File: src/rtl/logits_argmax_reader.sv
// logits_argmax_reader: launches the final dense layer, waits for its done
// level, reads NUM_CLASSES signed logits over read_addr/read_data and
// reports the argmax index and winning score to the SoC result path.
// Build option: define LAYER_TIMEOUT_EN to bound the wait for layer_done
// (TIMEOUT_CYCLES) and flag expiry on err; otherwise err is constant 0.
module logits_argmax_reader #(
    parameter int unsigned NUM_CLASSES  = 10,
    parameter int unsigned DATA_W       = 64,
    parameter int unsigned ADDR_STRIDE  = 16,
    parameter int unsigned READ_LATENCY = 1
`ifdef LAYER_TIMEOUT_EN
    ,
    parameter int unsigned TIMEOUT_CYCLES = 2000000
`endif
) (
    input  logic              clk,
    input  logic              resetn,
    input  logic              start,
    output logic              layer_start,
    input  logic              layer_done,
    output logic [31:0]       rd_addr,
    input  logic [DATA_W-1:0] rd_data,
    output logic              busy,
    output logic              result_valid,
    output logic              done_pulse,
    output logic [3:0]        class_idx,
    output logic [DATA_W-1:0] class_score,
    output logic              err
);

    localparam int unsigned IDX_W  = 4;
    localparam int unsigned LAT_W  = 3;
    localparam int unsigned ADDR_W = 32;
    localparam logic [IDX_W-1:0] LAST_K = IDX_W'(NUM_CLASSES - 1);

    typedef enum logic [2:0] {
        IDLE       = 3'd0,
        LAUNCH     = 3'd1,
        WAIT_LAYER = 3'd2,
        ISSUE      = 3'd3,
        WAIT_RD    = 3'd4,
        COMPARE    = 3'd5,
        FINISH     = 3'd6
    } state_t;

    state_t                   state, state_nxt;
    logic [IDX_W-1:0]         k, k_nxt;
    logic [LAT_W-1:0]         lat_cnt, lat_cnt_nxt;
    logic signed [DATA_W-1:0] sample, sample_nxt;
    logic signed [DATA_W-1:0] best_score, best_score_nxt;
    logic [IDX_W-1:0]         best_idx, best_idx_nxt;

    logic                     layer_start_nxt;
    logic [ADDR_W-1:0]        rd_addr_nxt;
    logic                     busy_nxt;
    logic                     result_valid_nxt;
    logic                     done_pulse_nxt;
    logic [3:0]               class_idx_nxt;
    logic [DATA_W-1:0]        class_score_nxt;
    logic                     err_nxt;

`ifdef LAYER_TIMEOUT_EN
    localparam logic [31:0] TO_LAST = 32'(TIMEOUT_CYCLES - 1);
    logic [31:0] to_cnt, to_cnt_nxt;
`endif

    // State, datapath and output registers; synchronous active-low reset
    always_ff @(posedge clk) begin
        if (!resetn) begin
            state        <= IDLE;
            k            <= '0;
            lat_cnt      <= '0;
            sample       <= '0;
            best_score   <= '0;
            best_idx     <= '0;
            layer_start  <= 1'b0;
            rd_addr      <= '0;
            busy         <= 1'b0;
            result_valid <= 1'b0;
            done_pulse   <= 1'b0;
            class_idx    <= '0;
            class_score  <= '0;
            err          <= 1'b0;
`ifdef LAYER_TIMEOUT_EN
            to_cnt       <= '0;
`endif
        end else begin
            state        <= state_nxt;
            k            <= k_nxt;
            lat_cnt      <= lat_cnt_nxt;
            sample       <= sample_nxt;
            best_score   <= best_score_nxt;
            best_idx     <= best_idx_nxt;
            layer_start  <= layer_start_nxt;
            rd_addr      <= rd_addr_nxt;
            busy         <= busy_nxt;
            result_valid <= result_valid_nxt;
            done_pulse   <= done_pulse_nxt;
            class_idx    <= class_idx_nxt;
            class_score  <= class_score_nxt;
            err          <= err_nxt;
`ifdef LAYER_TIMEOUT_EN
            to_cnt       <= to_cnt_nxt;
`endif
        end
    end

    // Next-state and next-output logic; pulses default low, everything else holds
    always_comb begin
        state_nxt        = state;
        k_nxt            = k;
        lat_cnt_nxt      = lat_cnt;
        sample_nxt       = sample;
        best_score_nxt   = best_score;
        best_idx_nxt     = best_idx;
        layer_start_nxt  = 1'b0;
        rd_addr_nxt      = rd_addr;
        busy_nxt         = busy;
        result_valid_nxt = result_valid;
        done_pulse_nxt   = 1'b0;
        class_idx_nxt    = class_idx;
        class_score_nxt  = class_score;
`ifdef LAYER_TIMEOUT_EN
        err_nxt          = err;
        to_cnt_nxt       = to_cnt;
`else
        err_nxt          = 1'b0;
`endif

        case (state)
            IDLE: begin
                if (start) begin
                    busy_nxt         = 1'b1;
                    result_valid_nxt = 1'b0;
                    err_nxt          = 1'b0;
                    k_nxt            = '0;
                    // A finished layer ignores start, so just re-read its cached logits
                    if (layer_done) begin
                        state_nxt = ISSUE;
                    end else begin
                        state_nxt       = LAUNCH;
                        layer_start_nxt = 1'b1;
                    end
                end
            end

            LAUNCH: begin
                state_nxt = WAIT_LAYER;
`ifdef LAYER_TIMEOUT_EN
                to_cnt_nxt = '0;
`endif
            end

            WAIT_LAYER: begin
                if (layer_done) begin
                    state_nxt = ISSUE;
                end
`ifdef LAYER_TIMEOUT_EN
                else if (to_cnt == TO_LAST) begin
                    err_nxt        = 1'b1;
                    busy_nxt       = 1'b0;
                    done_pulse_nxt = 1'b1;
                    state_nxt      = IDLE;
                end else begin
                    to_cnt_nxt = to_cnt + 32'd1;
                end
`endif
            end

            ISSUE: begin
                rd_addr_nxt = ADDR_W'(k) * ADDR_W'(ADDR_STRIDE);
                lat_cnt_nxt = LAT_W'(READ_LATENCY);
                state_nxt   = WAIT_RD;
            end

            WAIT_RD: begin
                if (lat_cnt == '0) begin
                    sample_nxt = rd_data;
                    state_nxt  = COMPARE;
                end else begin
                    lat_cnt_nxt = lat_cnt - LAT_W'(1);
                end
            end

            COMPARE: begin
                // Strict greater-than keeps the lowest index on ties
                if ((k == '0) || (sample > best_score)) begin
                    best_score_nxt = sample;
                    best_idx_nxt   = k;
                end
                if (k == LAST_K) begin
                    state_nxt = FINISH;
                end else begin
                    k_nxt     = k + IDX_W'(1);
                    state_nxt = ISSUE;
                end
            end

            FINISH: begin
                class_idx_nxt    = best_idx;
                class_score_nxt  = best_score;
                result_valid_nxt = 1'b1;
                done_pulse_nxt   = 1'b1;
                busy_nxt         = 1'b0;
                state_nxt        = IDLE;
            end

            default: begin
                state_nxt = IDLE;
            end
        endcase
    end

endmodule

File: config.mk
export PLATFORM = sky130hd
export DESIGN_NAME = logits_argmax_reader
export DESIGN_NICKNAME = d
export VERILOG_FILES = /design/src/rtl/logits_argmax_reader.sv
export SDC_FILE = /design/constraint.sdc
export NUM_CORES = 1
export LEC_CHECK = 0
export CAP_MARGIN = 20
export CORE_AREA = 2 2 142 144
export DETAILED_ROUTE_END_ITERATION = 8
export DIE_AREA = 0 0 144 146
export MAX_ROUTING_LAYER = met4
export PLACE_DENSITY_LB_ADDON = 0.08
export SKIP_CTS_REPAIR_TIMING = 1
export SYNTH_ARGS = -nofsm -noshare
export SYNTH_HDL_FRONTEND = slang
export SYNTH_SLANG_ARGS = --single-unit
export TNS_END_PERCENT = 50
File: constraint.sdc
create_clock -name clk -period 3 [get_ports clk]
set_input_delay 0.6 -clock clk [delete_from_list [all_inputs] [get_ports clk]]
set_output_delay 0.6 -clock clk [all_outputs]
set_load 0.005 [all_outputs]
Yosys cells after proc, flatten, opt, wreduce, memory -nomap -nowiden

Index checks and enable logic that the tools add are counted.

Flip-flop bits (word level): 218

Eq/ne operators: 12
Order comparisons: 1
Muxes and demuxes: 17
Reductions and logical operators: 14
Add/subtract/negate cells: 2

Operator list:

| kind                                                                  | number |
|---|---|
| 64-bit greater-than comparator                                        | 1 |
| 3-bit one-hot mux with 6 select lines                                 | 1 |
| 3-bit 2-to-1 mux                                                      | 5 |
| 2-bit != test, second input constant                                  | 5 |
| 3-bit equality test, second input constant                            | 3 |
| 3-bit AND reduction                                                   | 3 |
| 4-bit 2-to-1 mux                                                      | 2 |
| 4-bit one-hot mux with 2 select lines                                 | 1 |
| 2-bit AND reduction                                                   | 4 |
| 3-bit by 2-bit equality test with 1-bit output, second input constant | 2 |
| 3-bit logical NOT                                                     | 2 |
| 3-bit one-hot mux with 2 select lines                                 | 1 |
| 2-bit nonzero test                                                    | 3 |
| 4-bit by 1-bit adder with 4-bit output, second input constant         | 1 |
| 4-bit equality test, second input constant                            | 1 |
| 4-bit logical NOT                                                     | 1 |
| 1-bit 2-to-1 mux                                                      | 4 |
| 1-bit one-hot mux with 2 select lines                                 | 2 |
| 3-bit by 1-bit equality test with 1-bit output, second input constant | 1 |
| 3-bit by 1-bit subtractor with 3-bit output, second input constant    | 1 |
| 2-bit 2-to-1 mux                                                      | 1 |
| 1-bit logical OR                                                      | 1 |

Depth between registers and ports, before layout

Gate-level depths: netlist of the first run.

Depth after elaboration: 3
Gate-level depth with buffers: 13

Worst setup path after synthesis of the first run

Ideal clock, no wire load.

Kind: flip-flop to flip-flop
Start: reg best_score[5]
End: reg best_score[43]
Cell stages (with the launch flop): 14
Arrival: 2486 ps
Setup time: 72 ps
Slack: 443 ps
Cells stage by stage: dfxtp_1 > inv_1 > ha_1 > a21oi_1 > o21ai_1 > a221o_1 > a211oi_1 > o31ai_1 > a31oi_1 > mux2i_1 > a21oi_2 > buf_6 > buf_6 > mux2i_1

Longest elaborated chain between the ends: 3

RTL lines:

| item                                 | RTL line | text |
|---|---|---|
| from (decl)                          | 50       | `logic signed [DATA_W-1:0] best_score, best_score_nxt;` |
| from (signal assigned)               | 92       | `best_score <= best_score_nxt;` |
| 64-bit greater-than comparator       | 187      | `if ((k == '0) \|\| (sample > best_score)) begin` |
| 1-bit logical OR                     | 187      |  |
| 2-bit AND reduction (no source line) | n/a      |  |

No other way between the ends.
A chain may end at the register's enable or synchronous reset.

Worst setup path after layout of the first run

Start: reg best_score[7]
End: reg best_score[38]

The elaborated chain is that of the path after synthesis.

==> impl_metrics.sql, run 1 <==
INSERT INTO impl_metrics (metric_group, metric, value, unit) VALUES
('global_route', 'grt_use_total', '21.8', '%'),
('synth', 'netlist_top_cells_area', 'dfxtp_1 (43%), nand2_1 (16%), a21boi_0 (10%)', ''),
('layout', 'drive_above_1_share', '4.68', '%'),
('synth', 'netlist.top_cell.by_area', 'dfxtp_1', ''),
('drt', 'route.final.wire_length', '22.4', 'mm'),
('sta', 'finalCriticalPeriod', '2.84', 'ns'),
('critical_path', 'timing.critical_path.max_delay_family', 'compound AO/OA/AOI/OAI gates', ''),
('drt', 'detail_route.iter0.violations', '418', ''),
('global_route', 'overflow', '0', ''),
('layout', 'design.final.nets', '1491', ''),
('critical_path', 'cp-startpoint', 'best_score[7]$_SDFFE_PN0P_', ''),
('min_path', 'min_from', 'class_score[6]$_SDFFE_PN0P_', ''),
('critical_path', 'reg_to_reg_setup_timing_slack', '0.16', 'ns'),
('synth', 'synth-edff-count', '0', ''),
('clock_network', 'cts_inserted_buffers', '23', ''),
('synth', 'gate_count_of_the_mapped_netlist', '1240', ''),
('global_route', 'grt_pass1_vias', '7765', ''),
('sta', 'slew-limit-headroom', '52.2', '%'),
('drt', 'detail_route.vias_per_cell', '5.01', ''),
('critical_path', 'required', '3.39', 'ns'),
('synth', 'postSynthRegisterBits', '218', ''),
('drt', 'post_drt_wl_per_cell', '13.7', 'um'),
('global_route', 'grt_antenna_before_repair', '0', ''),
('synth', 'avgSynthCellArea', '8.20', 'sq um'),
('placement', 'place.gp.congestion', '0.781', ''),
('critical_path', 'rr_startpoint', 'best_score[7]$_SDFFE_PN0P_', ''),
('sta', 'timing.final.setup_violations', '0', ''),
('floorplanning', 'core.rowCount', '51', ''),
('sta', 'final_slew_violations', '0', ''),
('run_status', 'outcome', 'finished clean', ''),
('critical_path', 'cp_cell_sequence', 'inv_1 -> ha_1 -> a21oi_1 -> o21ai_1 -> a221o_1 -> a211oi_2 -> o31ai_1 -> a31oi_1 -> mux2i_1 -> a21oi_4 -> buf_12 -> clkbuf_16 -> mux2i_1', ''),
('synth', 'yosys.cell_count.top_type', 'nand2_1', ''),
('critical_path', 'max_stage_delay', '0.37', 'ns'),
('floorplanning', 'placeable_core_region', '19300', 'sq um'),
('placement', 'place_worst_setup_slack', '-0.0235', 'ns'),
('critical_path', 'timing.critical_path.slowest_stage_cell', 'a221o_1', ''),
('global_route', 'grt_pass1_wl', '37.1', 'mm'),
('critical_path', 'worst-path-buf-inv', '3', ''),
('clock_network', 'clk_path_buf_depth', '3', ''),
('clock_network', 'cts_root_buf', 'clkbuf_16', ''),
('critical_path', 'worst_flop_to_flop_path_endpoint', 'best_score[38]$_SDFFE_PN0P_', ''),
('critical_path', 'startpoint_type', 'register', ''),
('layout', 'antenna_cells_inserted', '0', ''),
('synth', 'ys_seq_area_share', '42.9', '%'),
('global_route', 'grt_max_degree', '88', ''),
('sta', 'hold_ws', '0.459', 'ns'),
('sta', 'timing_worst_slew_pin_value', '0.715', 'ns'),
('drt', 'vias', '8177', ''),
('clock_network', 'worst_skew_pair.late_latency', '0.51', 'ns'),
('synth', 'synth_largest_type_area_fraction', '42.9', '%'),
('layout', 'finish.instance_area', '12600', 'sq um'),
('sta', 'timing.clock.skew', '0.0124', 'ns'),
('clock_network', 'clock_sink_count', '218', ''),
('sta', 'clock.fmax', '0.352', 'GHz'),
('floorplanning', 'dieArea', '21000', 'sq um'),
('clock_network', 'path_clk_slew', '0.06', 'ns'),
('synth', 'synthDistinctLibCells', '41', ''),
('floorplanning', 'start_util', '52.6', '%'),
('critical_path', 'crit_top_cell', 'mux2i_1', ''),
('critical_path', 'r2r.worst_path.cells', '13', ''),
('critical_path', 'worst_setup_path_end_kind', 'register', ''),
('power', 'total_leakage_power', '4.42', 'nW'),
('synth', 'yosys_warnings', '0', ''),
('critical_path', 'worst-path-stages', '13', ''),
('sta', 'setup_tns', '0', 'ns'),
('power', 'power_density', '496', 'nW/um^2'),
('floorplanning', 'num_io_pins', '173', ''),
('floorplanning', 'dieHeight', '146', 'um'),
('drt', 'detail_route.first_pass.iterations', '5', ''),
('critical_path', 'crit_path_max_fanout', '10', ''),
('critical_path', 'critPathKind', 'reg -> reg', '');
-- cell usage in the layout (no fill, tap or decap), types with 4 or more instances in the layout --
cell,count
a21boi_0,139
mux2i_1,69
a21oi_1,34
conb_1,29
buf_4,6
clkdlybuf4s50_1,142
dfxtp_1,217
nand2_1,437
buf_12,10
a21o_1,4
nor2b_1,4
nand3_1,10
nor2_1,14
nand4_1,10
clkbuf_1,6
o21ai_0,15
clkbuf_16,24
nand2b_1,4
inv_1,71
ha_1,69
-- stage by stage --
stage | util, % | std cells | total power [W]
after floorplan | - | 1268 | 0.00331
after CTS | 64.5 | 1629 | 0.00630
after global routing | 65.3 | 1632 | 0.00651
final | 65.3 | 1632 | 0.00626
after detailed placement | 60.7 | 1591 | 0.00347
after global placement | 60.7 | 1591 | 0.00347
-- sequential cells by signal (all words and copies together) (netlist names), 4 cells and up --
register / count
class_idx: 4
k: 4
rd_addr: 4
sample: 64
class_score: 64
best_idx: 4
best_score: 64
-- layer usage --
metal / vias to the layer above / GRT usage, % / wire length (um)
met2: 165 / 35.8 / 10500
met5: - / - / 0
met1: 3778 / 28.7 / 10500
met4: 0 / 4.31 / 253
li1: 4209 / - / -
met3: 25 / 3.26 / 1130
-- power breakdown --
group / leakage [nW] / total [W] / internal (W) / switching (W)
Combinational: 2.30 / 0.000484 / 0.000235 / 0.000250
Sequential: 1.76 / 0.00295 / 0.00292 / 0.0000302
Clock: 0.364 / 0.00282 / 0.00171 / 0.00111
Total: 4.42 / 0.00626 / 0.00487 / 0.00139
-- final cells by class --
class | instances | area [sq um]
clock buffers | 31 | 626
clock inverters | 7 | 114
fillers | 1664 | 6720
inverters | 71 | 267
multi-input cells | 879 | 5200
flip-flops and latches | 218 | 4370
well taps | 265 | 332
repair buffers | 161 | 1720
-- worst min-delay path: stages, from the launching register on --
cell and delay (ns):
dfxtp_1 0.31, nand2_1 0.04, a21boi_0 0.06
-- kinds of logic (layout without fill, tap and decap cells) --
logic type                 count (synthesis)  after routing  synth area share (%)
AOI/OAI and AO/OA                        211            211                  14.4
adders and majority gates                 69             69                  8.49
muxes                                     69             69                  6.79
DFF                                      218            218                  42.9
xor gates and xnor gates                   2              2                 0.172
other                                      1             29                0.0369
buffers and inverters                    171            270                  7.75
and+or+nand+nor                          499            499                  19.5
-- worst min path at each step --
| stage | end | slack (ns) | cells past startpoint |
|---|---|---|---|
| floorplan | best_idx[0]$_SDFFE_PN0P_ | 0.43 | 2 |
| global placement | best_idx[2]$_SDFFE_PN0P_ | 0.44 | 2 |
| detailed placement | best_idx[0]$_SDFFE_PN0P_ | 0.45 | 2 |
| CTS | best_idx[2]$_SDFFE_PN0P_ | 0.46 | 2 |
| global route | class_score[7]$_SDFFE_PN0P_ | 0.48 | 2 |
| finish | class_score[6]$_SDFFE_PN0P_ | 0.46 | 2 |
Note: power is estimated with default switching activity, not from simulation.
==> inputs of run 2 (changes only) <==
GPL_ROUTABILITY_DRIVEN = 0   (was unset)
==> results of run 2 <==
The final DEF is identical to that of run 1; final timing and power are the same.
==> inputs of run 3 (changes only) <==
ABC_AREA = 1   (was unset)
CORE_AREA = 2 2 141 143   (was 2 2 142 144)
DIE_AREA = 0 0 143 145   (was 0 0 144 146)
SKIP_CTS_REPAIR_TIMING = unset   (was 1)
==> run 3 against run 2 <==
Effect of this change: highest routed layer unchanged; core utilization down 0.83 points; first-iteration DRC count down 17%; clock skew about the same; final cell count up 4.2%; register-to-register slack better by 0.22 ns; combinational power rose to 4.0 times the previous value.
==> impl_metrics.sql, run 3 <==
INSERT INTO impl_metrics (metric_group, metric, value, unit) VALUES
('clock_network', 'cts.hold.buffers_added', '0', ''),
('critical_path', 'crit_top_cell', 'nand2_1', ''),
('sta', 'slew-limit-headroom', '58.3', '%'),
('critical_path', 'timing.critical_path.slowest_stage_cell', 'dfxtp_1', ''),
('clock_network', 'path_clk_slew', '0.06', 'ns'),
('clock_network', 'post_cts_resized', '0', ''),
('layout', 'finish.instance_area', '12400', 'sq um'),
('critical_path', 'worst_flop_to_flop_path_endpoint', 'best_score[56]$_SDFFE_PN0P_', ''),
('synth', 'yosys.cell_count.top_type', 'dfxtp_1', ''),
('sta', 'hold_viol_final', '0', ''),
('flow_run', 'timing.max_cap.violations', '0', ''),
('layout', 'layout.cells.most_common', 'dfxtp_1', ''),
('sta', 'timing.final.setup_violations', '0', ''),
('critical_path', 'critPathKind', 'reg -> reg', ''),
('global_route', 'overflow', '0', ''),
('synth', 'netlist.top_cell.by_area', 'dfxtp_1', ''),
('critical_path', 'cp-startpoint', 'best_score[31]$_SDFFE_PN0P_', ''),
('critical_path', 'reg_to_reg_setup_timing_slack', '0.38', 'ns'),
('min_path', 'timing.hold.worst.class', 'reg -> reg', ''),
('critical_path', 'r2r.worst_path.cells', '16', ''),
('layout', 'final_core_utilization', '64.4', '%'),
('synth', 'avgSynthCellArea', '7.68', 'sq um'),
('sta', 'timing.clock.skew', '0.0129', 'ns'),
('floorplanning', 'num_io_pins', '173', ''),
('synth', 'ys_seq_area_share', '43.3', '%'),
('clock_network', 'cts_root_buf', 'clkbuf_16', ''),
('sta', 'grt_setup_unrepaired', 'no', ''),
('critical_path', 'endpoint', 'best_score[56]$_SDFFE_PN0P_', ''),
('layout', 'design.final.nets', '1556', ''),
('layout', 'drive_above_1_share', '7.04', '%'),
('floorplanning', 'dieArea', '20700', 'sq um'),
('critical_path', 'crit_path_max_fanout', '30', ''),
('floorplanning', 'start_util', '52.5', '%'),
('sta', 'period_share', '87.4', '%'),
('sta', 'final_slew_violations', '0', ''),
('synth', 'gate_count_of_the_mapped_netlist', '1314', ''),
('global_route', 'grt_max_degree', '68', ''),
('placement', 'dp.cells', '1658', ''),
('critical_path', 'worst_setup_path_end_kind', 'register', ''),
('floorplanning', 'placeable_core_region', '19200', 'sq um'),
('layout', 'layout.cells.non_filler', '1700', ''),
('global_route', 'grt_use_total', '21.8', '%'),
('clock_network', 'clk_path_buf_depth', '3', ''),
('power', 'ir_worst_vdd', '0.514', 'mV'),
('synth', 'netlist_top_cells_area', 'dfxtp_1 (43%), a21oi_1 (9.6%), ha_1 (8.6%)', ''),
('floorplanning', 'fp.dieW', '143', 'um'),
('drt', 'detail_route.first_pass.iterations', '5', ''),
('critical_path', 'cp.arrival', '3.03', 'ns'),
('synth', 'synthDistinctLibCells', '28', ''),
('sta', 'finalCriticalPeriod', '2.62', 'ns'),
('sta', 'clock.fmax', '0.381', 'GHz'),
('clock_network', 'worst_skew_pair.late_latency', '0.51', 'ns'),
('clock_network', 'clock_sink_count', '218', ''),
('critical_path', 'startpoint_type', 'register', ''),
('floorplanning', 'dieHeight', '145', 'um'),
('critical_path', 'required', '3.40', 'ns'),
('sta', 'timing_worst_slew_pin_value', '0.625', 'ns'),
('drt', 'route.final.wire_length', '22.2', 'mm'),
('power', 'total_leakage_power', '4.97', 'nW'),
('clock_network', 'tritoncts', 'yes', ''),
('placement', 'dpl.hpwl', '14.9', 'mm'),
('synth', 'postSynth.asyncResetShare', '0', '%'),
('sta', 'setup_tns', '0', 'ns'),
('clock_network', 'htreeDepth', '1', ''),
('global_route', 'grt_pass1_wl', '37.2', 'mm'),
('drt', 'post_drt_wl_per_cell', '13.0', 'um'),
('drt', 'drcViolationCount', '0', ''),
('synth', 'yosys_warnings', '0', ''),
('drt', 'detail-route-antenna-nets', '0', ''),
('drt', 'vias', '8549', ''),
('layout', 'antenna_cells_inserted', '0', ''),
('drt', 'detail_route.vias_per_cell', '5.03', ''),
('critical_path', 'rr_startpoint', 'best_score[31]$_SDFFE_PN0P_', ''),
('clock_network', 'cts_inserted_buffers', '24', ''),
('synth', 'synth_ff_type', 'dfxtp_1', ''),
('critical_path', 'max_stage_delay', '0.34', 'ns'),
('critical_path', 'cp_cell_sequence', 'inv_1 -> ha_1 -> nand2_1 -> nor2_1 -> nand2_1 -> nor2_1 -> nand2_1 -> nand2_1 -> nand2_1 -> a21oi_1 -> nand2_1 -> nand2_4 -> buf_12 -> nand3_1 -> nand2_1 -> nor2_1', ''),
('run_status', 'outcome', 'finished clean', ''),
('power', 'power_density', '638', 'nW/um^2'),
('synth', 'mappedNetlistArea', '10100', 'sq um'),
('synth', 'synth_largest_type_area_fraction', '43.3', '%'),
('synth', 'synth-edff-count', '0', ''),
('global_route', 'grt_antenna_before_repair', '0', ''),
('layout', 'areaGrowthSynthToFinish', '22.7', '%'),
('sta', 'setup_slack', '0.378', 'ns'),
('global_route', 'grt_pass1_vias', '7880', ''),
('layout', 'final_cell_mix', 'dfxtp_1 (218), a21oi_1 (193), inv_1 (163), nand2_1 (157), o21ai_0 (148)', ''),
('critical_path', 'worst-path-buf-inv', '2', ''),
('placement', 'portBuffers', '143', ''),
('critical_path', 'worst-path-stages', '16', ''),
('clock_network', 'postCtsSetupRepairBufs', '0', ''),
('placement', 'dpl_cell_area', '11600', 'sq um'),
('synth', 'synth.cells.most_frequent', 'dfxtp_1 (218), a21oi_1 (193), inv_1 (163)', ''),
('placement', 'place_worst_setup_slack', '0.382', 'ns'),
('layout', 'fillers', '1722', ''),
('synth', 'postSynthRegisterBits', '218', ''),
('drt', 'detail_route.iter0.violations', '347', ''),
('layout', 'biggestRegsByFlops', 'best_score: 64 flops, class_score: 64 flops, sample: 64 flops', ''),
('floorplanning', 'core.rowCount', '51', ''),
('critical_path', 'timing.critical_path.max_delay_family', 'simple AND/OR/NAND/NOR gates', '');
run 3: cell count changes in the layout (fill, tap and decap cells not counted), moves of 39 or more:
cell	delta
a21oi_1	+159
nand3_1	+65
mux2i_1	-69
a21boi_0	-139
o21ai_0	+133
a21oi_2	+39
inv_1	+92
nor2_1	+96
nand2_1	-280
run 3: cells by family after synthesis:
| kind of cell | synth area share [%] |
|---|---|
| AOI/OAI and AO/OA | 21.0 |
| adders and majority gates | 8.56 |
| buffers and inverters | 12.3 |
| other | 0.0372 |
| DFF | 43.3 |
| and+or+nand+nor | 14.9 |
run 3: worst reg2reg max path, stage by stage, from the launching register on:
cell     delay [ns]
dfxtp_1        0.34
inv_1          0.07
ha_1           0.29
nand2_1        0.07
nor2_1         0.16
nand2_1        0.10
nor2_1         0.24
nand2_1        0.10
nand2_1        0.08
nand2_1        0.07
a21oi_1        0.14
nand2_1        0.10
nand2_4        0.30
buf_12         0.27
nand3_1        0.10
nand2_1        0.08
nor2_1         0.04
run 3: report_power, final:
group	total (W)	switching, W	internal (W)
Clock	0.00285	0.00116	0.00170
Combinational	0.00193	0.00123	0.000705
Sequential	0.00311	0.0000833	0.00303
run 3: worst min-delay path by stage:
stage	start	to	slack (ns)	cells after the start
after floorplan	best_idx[0]$_SDFFE_PN0P_	best_idx[0]$_SDFFE_PN0P_	0.44	2
after global placement	busy$_SDFFE_PN0P_	busy$_SDFFE_PN0P_	0.45	2
after detailed placement	best_idx[0]$_SDFFE_PN0P_	best_idx[0]$_SDFFE_PN0P_	0.46	2
after CTS	lat_cnt[1]$_SDFFE_PN0P_	lat_cnt[1]$_SDFFE_PN0P_	0.47	2
after global routing	sample[51]$_SDFFE_PN0P_	sample[51]$_SDFFE_PN0P_	0.49	2
final	lat_cnt[1]$_SDFFE_PN0P_	lat_cnt[1]$_SDFFE_PN0P_	0.47	2
run 3: area by class of cell:
cell class,instances,area [sq um],share of cell area (%)
Multi-Input combinational cell,850,4620,37.3
Tap cell,265,332,2.68
Sequential cell,218,4360,35.3
Clock inverter,3,18.8,0.152
Timing Repair Buffer,161,1680,13.5
Inverter,164,616,4.97
Clock buffer,39,748,6.05
run 3: metal layers:
layer / track usage [%] / routed length, um / vias to the layer above
li1: - / - / 4460
met1: 29.9 / 10800 / 3901
met2: 34.8 / 10200 / 161
met3: 3.10 / 969 / 27
met4: 4.01 / 274 / 0
met5: - / 0 / -
run 3: metrics by stage:
| step | hold slack, ns | power [W] |
|---|---|---|
| floorplan | 0.437 | 0.00468 |
| global placement | 0.446 | 0.00509 |
| detailed placement | 0.458 | 0.00512 |
| CTS | 0.471 | 0.00799 |
| global route | 0.494 | 0.00833 |
| finish | 0.471 | 0.00790 |
